File: src/rtl/spi_host_core.sv
// SPI mode-0 initiator core (CPOL=0, CPHA=0, MSB first).
// Bytes arrive on a valid/ready stream; each received MISO byte is returned as a
// one-cycle strobe. spi_clk is generated from clk by a programmable half-period divider.
module spi_host_core #(
    parameter int unsigned DIV_WIDTH = 8
) (
    input  logic                 clk,
    input  logic                 rst,
    output logic                 spi_clk,
    output logic                 spi_cs_n,
    output logic                 spi_mosi,
    input  logic                 spi_miso,
    input  logic [DIV_WIDTH-1:0] cfg_div,
    input  logic [7:0]           usr_mosi_data,
    input  logic                 usr_mosi_last,
    input  logic                 usr_mosi_valid,
    output logic                 usr_mosi_ready,
    input  logic                 usr_cs_release,
    output logic [7:0]           usr_miso_data,
    output logic                 usr_miso_stb,
    output logic                 busy
);

    typedef enum logic [2:0] {
        StIdle,
        StSetup,
        StShift,
        StWait,
        StHold,
        StGap
    } state_e;

    state_e               state_q, state_d;
    logic [DIV_WIDTH-1:0] cnt_q, cnt_d;
    logic [DIV_WIDTH-1:0] div_q, div_d;
    logic [3:0]           edge_q, edge_d;
    logic [7:0]           tx_q, tx_d;
    logic [7:0]           rx_q, rx_d;
    logic                 last_q, last_d;
    logic                 spi_clk_q, spi_clk_d;
    logic                 cs_n_q, cs_n_d;
    logic                 mosi_q, mosi_d;
    logic                 ready_q, ready_d;
    logic [7:0]           miso_data_q, miso_data_d;
    logic                 stb_q, stb_d;

    logic accept;
    logic tick;

    assign accept = usr_mosi_valid & ready_q;
    assign tick   = (cnt_q == div_q);

    // Main sequencer: state transitions, shift registers and spi_clk toggling.
    always_comb begin
        state_d     = state_q;
        div_d       = div_q;
        edge_d      = edge_q;
        tx_d        = tx_q;
        rx_d        = rx_q;
        last_d      = last_q;
        spi_clk_d   = spi_clk_q;
        miso_data_d = miso_data_q;
        stb_d       = 1'b0;

        unique case (state_q)
            StIdle, StWait: begin
                spi_clk_d = 1'b0;
                if (accept) begin
                    // An accept always wins over a simultaneous release request.
                    state_d = StSetup;
                    tx_d    = usr_mosi_data;
                    last_d  = usr_mosi_last;
                    div_d   = cfg_div;
                end else if ((state_q == StWait) && usr_cs_release) begin
                    state_d = StHold;
                end
            end
            StSetup: begin
                if (tick) begin
                    state_d   = StShift;
                    spi_clk_d = 1'b1;
                    edge_d    = 4'd0;
                end
            end
            StShift: begin
                if (tick) begin
                    spi_clk_d = ~spi_clk_q;
                    edge_d    = edge_q + 4'd1;
                    // Even edge count means this tick is a falling spi_clk edge.
                    if (!edge_q[0]) begin
                        rx_d = {rx_q[6:0], spi_miso};
                        if (edge_q == 4'd14) begin
                            // 8th falling edge: byte done, MOSI keeps bit 0.
                            miso_data_d = {rx_q[6:0], spi_miso};
                            stb_d       = 1'b1;
                            state_d     = last_q ? StHold : StWait;
                        end else begin
                            tx_d = {tx_q[6:0], 1'b0};
                        end
                    end
                end
            end
            StHold: begin
                if (tick) begin
                    state_d = StGap;
                end
            end
            StGap: begin
                if (tick) begin
                    state_d = StIdle;
                end
            end
            default: begin
                state_d = StIdle;
            end
        endcase
    end

    // Half-period counter: restarts on every state entry and after each tick.
    always_comb begin
        cnt_d = '0;
        if ((state_q == StSetup) || (state_q == StShift) ||
            (state_q == StHold) || (state_q == StGap)) begin
            if ((state_d == state_q) && !tick) begin
                cnt_d = cnt_q + DIV_WIDTH'(1);
            end
        end
        if (state_d != state_q) begin
            cnt_d = '0;
        end
    end

    // Registered pin and handshake values derived from the next state.
    always_comb begin
        cs_n_d  = (state_d == StIdle) || (state_d == StGap);
        mosi_d  = cs_n_d ? 1'b0 : tx_d[7];
        ready_d = (state_d == StIdle) || (state_d == StWait);
    end

    // State and output registers; reset forces the idle bus immediately.
    always_ff @(posedge clk or posedge rst) begin
        if (rst) begin
            state_q     <= StIdle;
            cnt_q       <= '0;
            div_q       <= '0;
            edge_q      <= 4'd0;
            tx_q        <= 8'h00;
            rx_q        <= 8'h00;
            last_q      <= 1'b0;
            spi_clk_q   <= 1'b0;
            cs_n_q      <= 1'b1;
            mosi_q      <= 1'b0;
            ready_q     <= 1'b0;
            miso_data_q <= 8'h00;
            stb_q       <= 1'b0;
        end else begin
            state_q     <= state_d;
            cnt_q       <= cnt_d;
            div_q       <= div_d;
            edge_q      <= edge_d;
            tx_q        <= tx_d;
            rx_q        <= rx_d;
            last_q      <= last_d;
            spi_clk_q   <= spi_clk_d;
            cs_n_q      <= cs_n_d;
            mosi_q      <= mosi_d;
            ready_q     <= ready_d;
            miso_data_q <= miso_data_d;
            stb_q       <= stb_d;
        end
    end

    assign spi_clk        = spi_clk_q;
    assign spi_cs_n       = cs_n_q;
    assign spi_mosi       = mosi_q;
    assign usr_mosi_ready = ready_q;
    assign usr_miso_data  = miso_data_q;
    assign usr_miso_stb   = stb_q;
    assign busy           = (state_q != StIdle);

endmodule

File: config.mk
export PLATFORM = sky130hd
export DESIGN_NAME = spi_host_core
export DESIGN_NICKNAME = d
export VERILOG_FILES = /design/src/rtl/spi_host_core.sv
export SDC_FILE = /design/constraint.sdc
export NUM_CORES = 1
export LEC_CHECK = 0
export BUFFER_PORTS_ARGS = -buffer_cell sky130_fd_sc_hd__buf_2
export CAP_MARGIN = 20
export CORE_UTILIZATION = 55
export CTS_CLUSTER_DIAMETER = 200
export DETAILED_ROUTE_END_ITERATION = 7
export PLACE_DENSITY = 0.77
export SLEW_MARGIN = 20
export SYNTH_ARGS = -nofsm -noshare
export SYNTH_HDL_FRONTEND = slang
export SYNTH_SLANG_ARGS = --single-unit
File: constraint.sdc
create_clock -name clk -period 4.7 [get_ports clk]
set_clock_uncertainty 0.05 [all_clocks]
set_input_delay 0.235 -clock clk [delete_from_list [all_inputs] [get_ports clk]]
set_output_delay 0.235 -clock clk [all_outputs]
set_load 0.01 [all_outputs]
Word level (Yosys, flattened, before mapping). Cells that the tools add are included.

Output and inout port bits: 14. Register bits after elaboration: 52. Word-level logic and storage cells: 85. Input port bits: 22.

Equality and inequality tests: 16. Bitwise gates (word level): 3. $add $sub $neg: 2. Reduce and logical (&&, ||, !) cells: 21. Multiplexer cells: 29.

Operators by type and width (count): $mux W8 (7); $mux W3 (9); $pmux W8 S2 (1); $pmux W3 S5 (1); $ne A2 B2 Y1 const B (5); $eq A3 B2 Y1 const B (3); $eq A3 B3 Y1 const B (3); $reduce_and A3 Y1 (3); $add A8 B1 Y8 const B (1); $eq A8 B8 Y1 (1); $mux W4 (2); $pmux W4 S2 (1); $mux W1 (7); $logic_not A3 Y1 (2); $reduce_bool A3 Y1 (2); $logic_or A1 B1 Y1 (5); $reduce_and A5 Y1 (1); $add A4 B1 Y4 const B (1); $eq A4 B4 Y1 const B (1); $reduce_and A4 Y1 (1); $reduce_bool A2 Y1 (2); $eq A3 B1 Y1 const B (1); $eq A3 B3 Y1 (1); $ne A3 B3 Y1 (1); other kinds (7) (9).

Logic depth before layout (Yosys ltp).
Depth in word-level cells: 10. Gate-level depth with buffers: 7. Mapped depth without buffers: 7.

Least setup slack after synthesis. OpenSTA, ideal clock, no wires.

Kind: reg-to-reg. Start: register edge_q[0]. End: register miso_data_q[4] (netlist: usr_miso_data[4]). Data required time: 4.525 ns. Path slack: 2.821 ns. Period minus slack after synthesis: 1.879 ns. Library setup time: 0.125 ns. Cell stages (with the launch flop): 7. Path buffers: 1. Data arrival time: 1.704 ns. Path through: dfrtp_1 -> inv_1 -> ha_1 -> nand3_1 -> nor4_4 -> buf_6 -> mux2_2.

Cells in the longest elaborated chain, start to end: 2. Elaborated cells on any way between the ends: 3. Classes of those cells: 1 x eq/ne; 1 x bitwise; 1 x reduce/logical.

Ends and longest elaborated chain: start: declaration (line 36) `logic [3:0] edge_q, edge_d;`; start signal: assignment (line 160) `edge_q <= edge_d;`; $eq A4 B4 Y1 or $not A1 Y1 (tied branches); $reduce_and A4 Y1 (no source line) *; end signal: assignment (line 168) `miso_data_q <= miso_data_d;`; end: declaration (line 44) `logic [7:0] miso_data_q, miso_data_d;`.

Every way passes the cells marked *; elsewhere a longest branch is shown, timed or not. A chain may end at the register's enable or synchronous reset.

Worst setup path after layout.
Start: register state_q[0]. End: register state_q[0].

Cells in the longest elaborated chain, start to end: 5. Elaborated cells on any way between the ends: 17. Classes of those cells: 5 x eq/ne; 9 x mux; 3 x reduce/logical.

Ends and longest elaborated chain: start: declaration (line 33) `state_e state_q, state_d;`; start signal: assignment (line 143) `state_q <= StIdle;`; start signal: assignment (line 157) `state_q <= state_d;`; $eq A3 B2 Y1 (line 65, 74); $logic_and A1 B1 Y1 (line 74) `end else if ((state_q == StWait) && usr_cs_release) begin`; $mux W3 (line 74); $mux W3 (line 68) `if (accept) begin`; $pmux W3 S5 * (line 65) `unique case (state_q)`; net state_d[0] (line 33).

The timed path passes the listed nets; every way through them passes the cells marked *.

==> flow_summary.yaml <==
sta:
  rsz0062_at_grt: "false"
  setup_viol: 0
  slew_headroom: 0.386
  hold_viol: 0
  timing.setup.tns_ns: 0
  period_share: 0.507
  drv_slew: 0
  worstMarginPinSlew_ns: 0.914
  period_minus_slack_ns: 2.38
  clock.fmax_mhz: 420
critical_path:
  r2r-end: "state_q[0]"
  critPathLaunchType: "flop"
  cp.required_ns: 4.90
  ff2ff_path_depth: 5
  max_stage_delay_ns: 0.62
  critPathArrivalTime_ns: 2.58
  crit_chain: "nor3b_2 -> nand2_1 -> nor4_4 -> a22oi_1 -> a21bo_2"
  crit_type: "reg2reg"
  rr_startpoint: "state_q[0]"
  crit_path_top_delay_cell: "dfrtp_1"
  end_kind: "flop"
  worstPathMaxFanout: 22
  critical_path.top_delay_family: "simple AND/OR/NAND/NOR gates"
  ff2ff_setup_slack_ns: 2.32
  cp_num_buf_inv: 0
clocking:
  cts_resized: 0
  cts_setup_buffers: 0
  cts-hold-fix-buffers: 0
  cts_buffers: 5
  cts-root-buf: "clkbuf_8"
  path_clk_slew_ns: 0.09
  cts_tree: "built"
  clock_latency_ns: 0.30
  cts_max_path_buffers: 2
  cts_max_level: 2
  clock_sinks: 52
power_and_ir_drop:
  leakage_uw: 0.00138
  peakVddDrop_mv: 0.348
  power_uw: 1620
  cellPowerDensity_mw_per_mm2: 552
synth:
  ys.flop_type: "dfrtp_1"
  syn_nets: 251
  synth_cells: 226
  avgSynthCellArea_um2: 11.6
  synth_seq_cells: 52
  synth.cell_area_mm2: 0.00263
  ys_types: 54
  seq_area_frac_synth: 0.495
  synth_edf_count: 0
  yosys_warnings: 0
  async_flop_share: 1.00
die:
  row_count: 24
  core_area_mm2: 0.00447
  die_w_um: 71.2
  fp.dieH_um: 71.2
  start_util: 0.588
  ioPinCount: 36
  dieArea_mm2: 0.00507
grt:
  antenna_found_initial: 0
  grt_pass1_vias: 1808
  grt_pass1_wl_um: 8360
  grt_max_degree: 53
  grt_usage: 0.212
  overflow: 0
worst_hold_path:
  hold_class: "in2async"
job:
  drv_cap: 0
final_layout:
  nets: 284
  syn2layout_area_growth_pct: 11.4
  antenna_cells: 0
  drive_gt1_frac: 0.319
outcome:
  status: "complete, no violations"
detailed_routing:
  viasPerCell: 5.92
  drtIter0Drc: 249
  drc: 0
  drt_first_pass_iters: 4
  wire_per_inst_um: 15.0
  vias: 1847
  ant_nets: 0
  routed_wl_um: 4670
placed_design:
  port-buffer-count: 35
  dp_hpwl_um: 3350
  gp_congestion: 0.882
routing by layer:
metal	track usage	routed length, um	vias to the layer above
met2	0.331	2180	41
met1	0.300	2210	913
li1	-	-	887
met4	0.0689	63	0
met5	0	0	-
met3	0.0427	222	6
cell families after synthesis:
logic type | count (synthesis) | share of synthesized area
flops | 52 | 0.495
buf+inv | 17 | 0.0304
simple gates | 70 | 0.160
compound gates | 44 | 0.121
xor+xnor | 14 | 0.0694
fa+ha+maj | 4 | 0.0181
mux | 25 | 0.106
worst reg2reg max path, delay by kind of cell, from the launching register on:
family	cells	cell delay, ns
AO/OA/AOI/OAI	2	0.47
flip-flops	1	0.62
AND/OR/NAND/NOR	3	1.19
per-stage QoR:
stage / util / worst slack, ns / instance area [um2] / instances / hold slack, ns
floorplan: - / 2.82 / 2630 / 226 / 0.302
global placement: 0.631 / 2.39 / 2820 / 304 / 0.405
detailed placement: 0.631 / 2.29 / 2820 / 304 / 0.406
CTS: 0.655 / 2.28 / 2930 / 312 / 0.0889
global route: 0.655 / 2.07 / 2930 / 312 / 0.0994
finish: 0.655 / 2.32 / 2930 / 312 / 0.0179
cell usage in the layout (no fill, tap or decap), types with 2 or more instances in the layout:
master and count:
o31a_1 2, nor4_4 2, a22oi_1 2, xor2_1 5, inv_1 6, nand3_1 9, and3_1 3, a21o_1 2
a221o_1 6, a21oi_1 6, nor2b_1 2, nor4_1 3, nand2_1 14, nor3_1 4, mux2i_1 2, ha_1 3
xnor2_2 8, and2_1 7, dfrtp_1 51, clkinv_2 2, mux2_1 4, o2bb2ai_1 2, clkbuf_8 5, mux2_2 19
o21ai_0 8, buf_2 35, o21ai_1 4, and4_1 2, nor2_1 14, a31oi_1 3
synth_stat cells, types with 2 or more instances:
cell / instances / area share
clkbuf_1: 3 / 0.0043
a21o_1: 2 / 0.0057
nor4_1: 3 / 0.0071
a31oi_1: 3 / 0.0071
mux2_2: 19 / 0.081
a221o_1: 6 / 0.023
dfrtp_1: 51 / 0.48
o31a_1: 2 / 0.0067
nand2_1: 14 / 0.020
o21ai_1: 4 / 0.0076
nor3_1: 4 / 0.0076
o2bb2ai_1: 2 / 0.0067
xor2_1: 5 / 0.017
ha_1: 3 / 0.014
inv_1: 7 / 0.010
nor2_1: 14 / 0.020
xnor2_2: 8 / 0.049
mux2i_1: 2 / 0.0076
a22oi_1: 2 / 0.0057
mux2_1: 4 / 0.017
and2_1: 7 / 0.017
a21oi_1: 6 / 0.011
nor4_4: 2 / 0.016
o21ai_0: 8 / 0.015
and3_1: 3 / 0.0071
nand3_1: 9 / 0.017
and4_1: 2 / 0.0067
nor2b_1: 2 / 0.0048
buf_2: 4 / 0.0076
sequential cells by signal, summed over array words and instances (netlist names):
register	flops
spi_mosi	1
state_q	3
tx_q	8
rx_q	7
last_q	1
usr_miso_stb	1
spi_cs_n	1
usr_mosi_ready	1
cnt_q	8
div_q	8
usr_miso_data	8
edge_q	4
spi_clk	1
power breakdown:
part           internal [uW]  switching (uW)
Sequential               569             156
Clock                    158             138
Combinational            285             312
Total                   1010             607
how the worst max path moves through the flow:
stage,from,end,depth (start not counted)
detailed placement,state_q[0],usr_miso_data[7],4
CTS,state_q[0],usr_mosi_ready,5
finish,state_q[0],state_q[0],5
floorplan,edge_q[0],usr_miso_data[4],6
global route,state_q[0],state_q[0],5
global placement,state_q[0],usr_miso_data[4],4
cell type report:
class | count | area [um2]
well taps | 52 | 65.1
clock inverters | 2 | 35.0
multi-input cells | 157 | 1250
fillers | 352 | 1540
clock buffers | 6 | 72.6
repair buffers | 35 | 175
inverters | 8 | 31.3
flip-flops and latches | 52 | 1300
No activity file was read; power rests on OpenSTA's default activity.
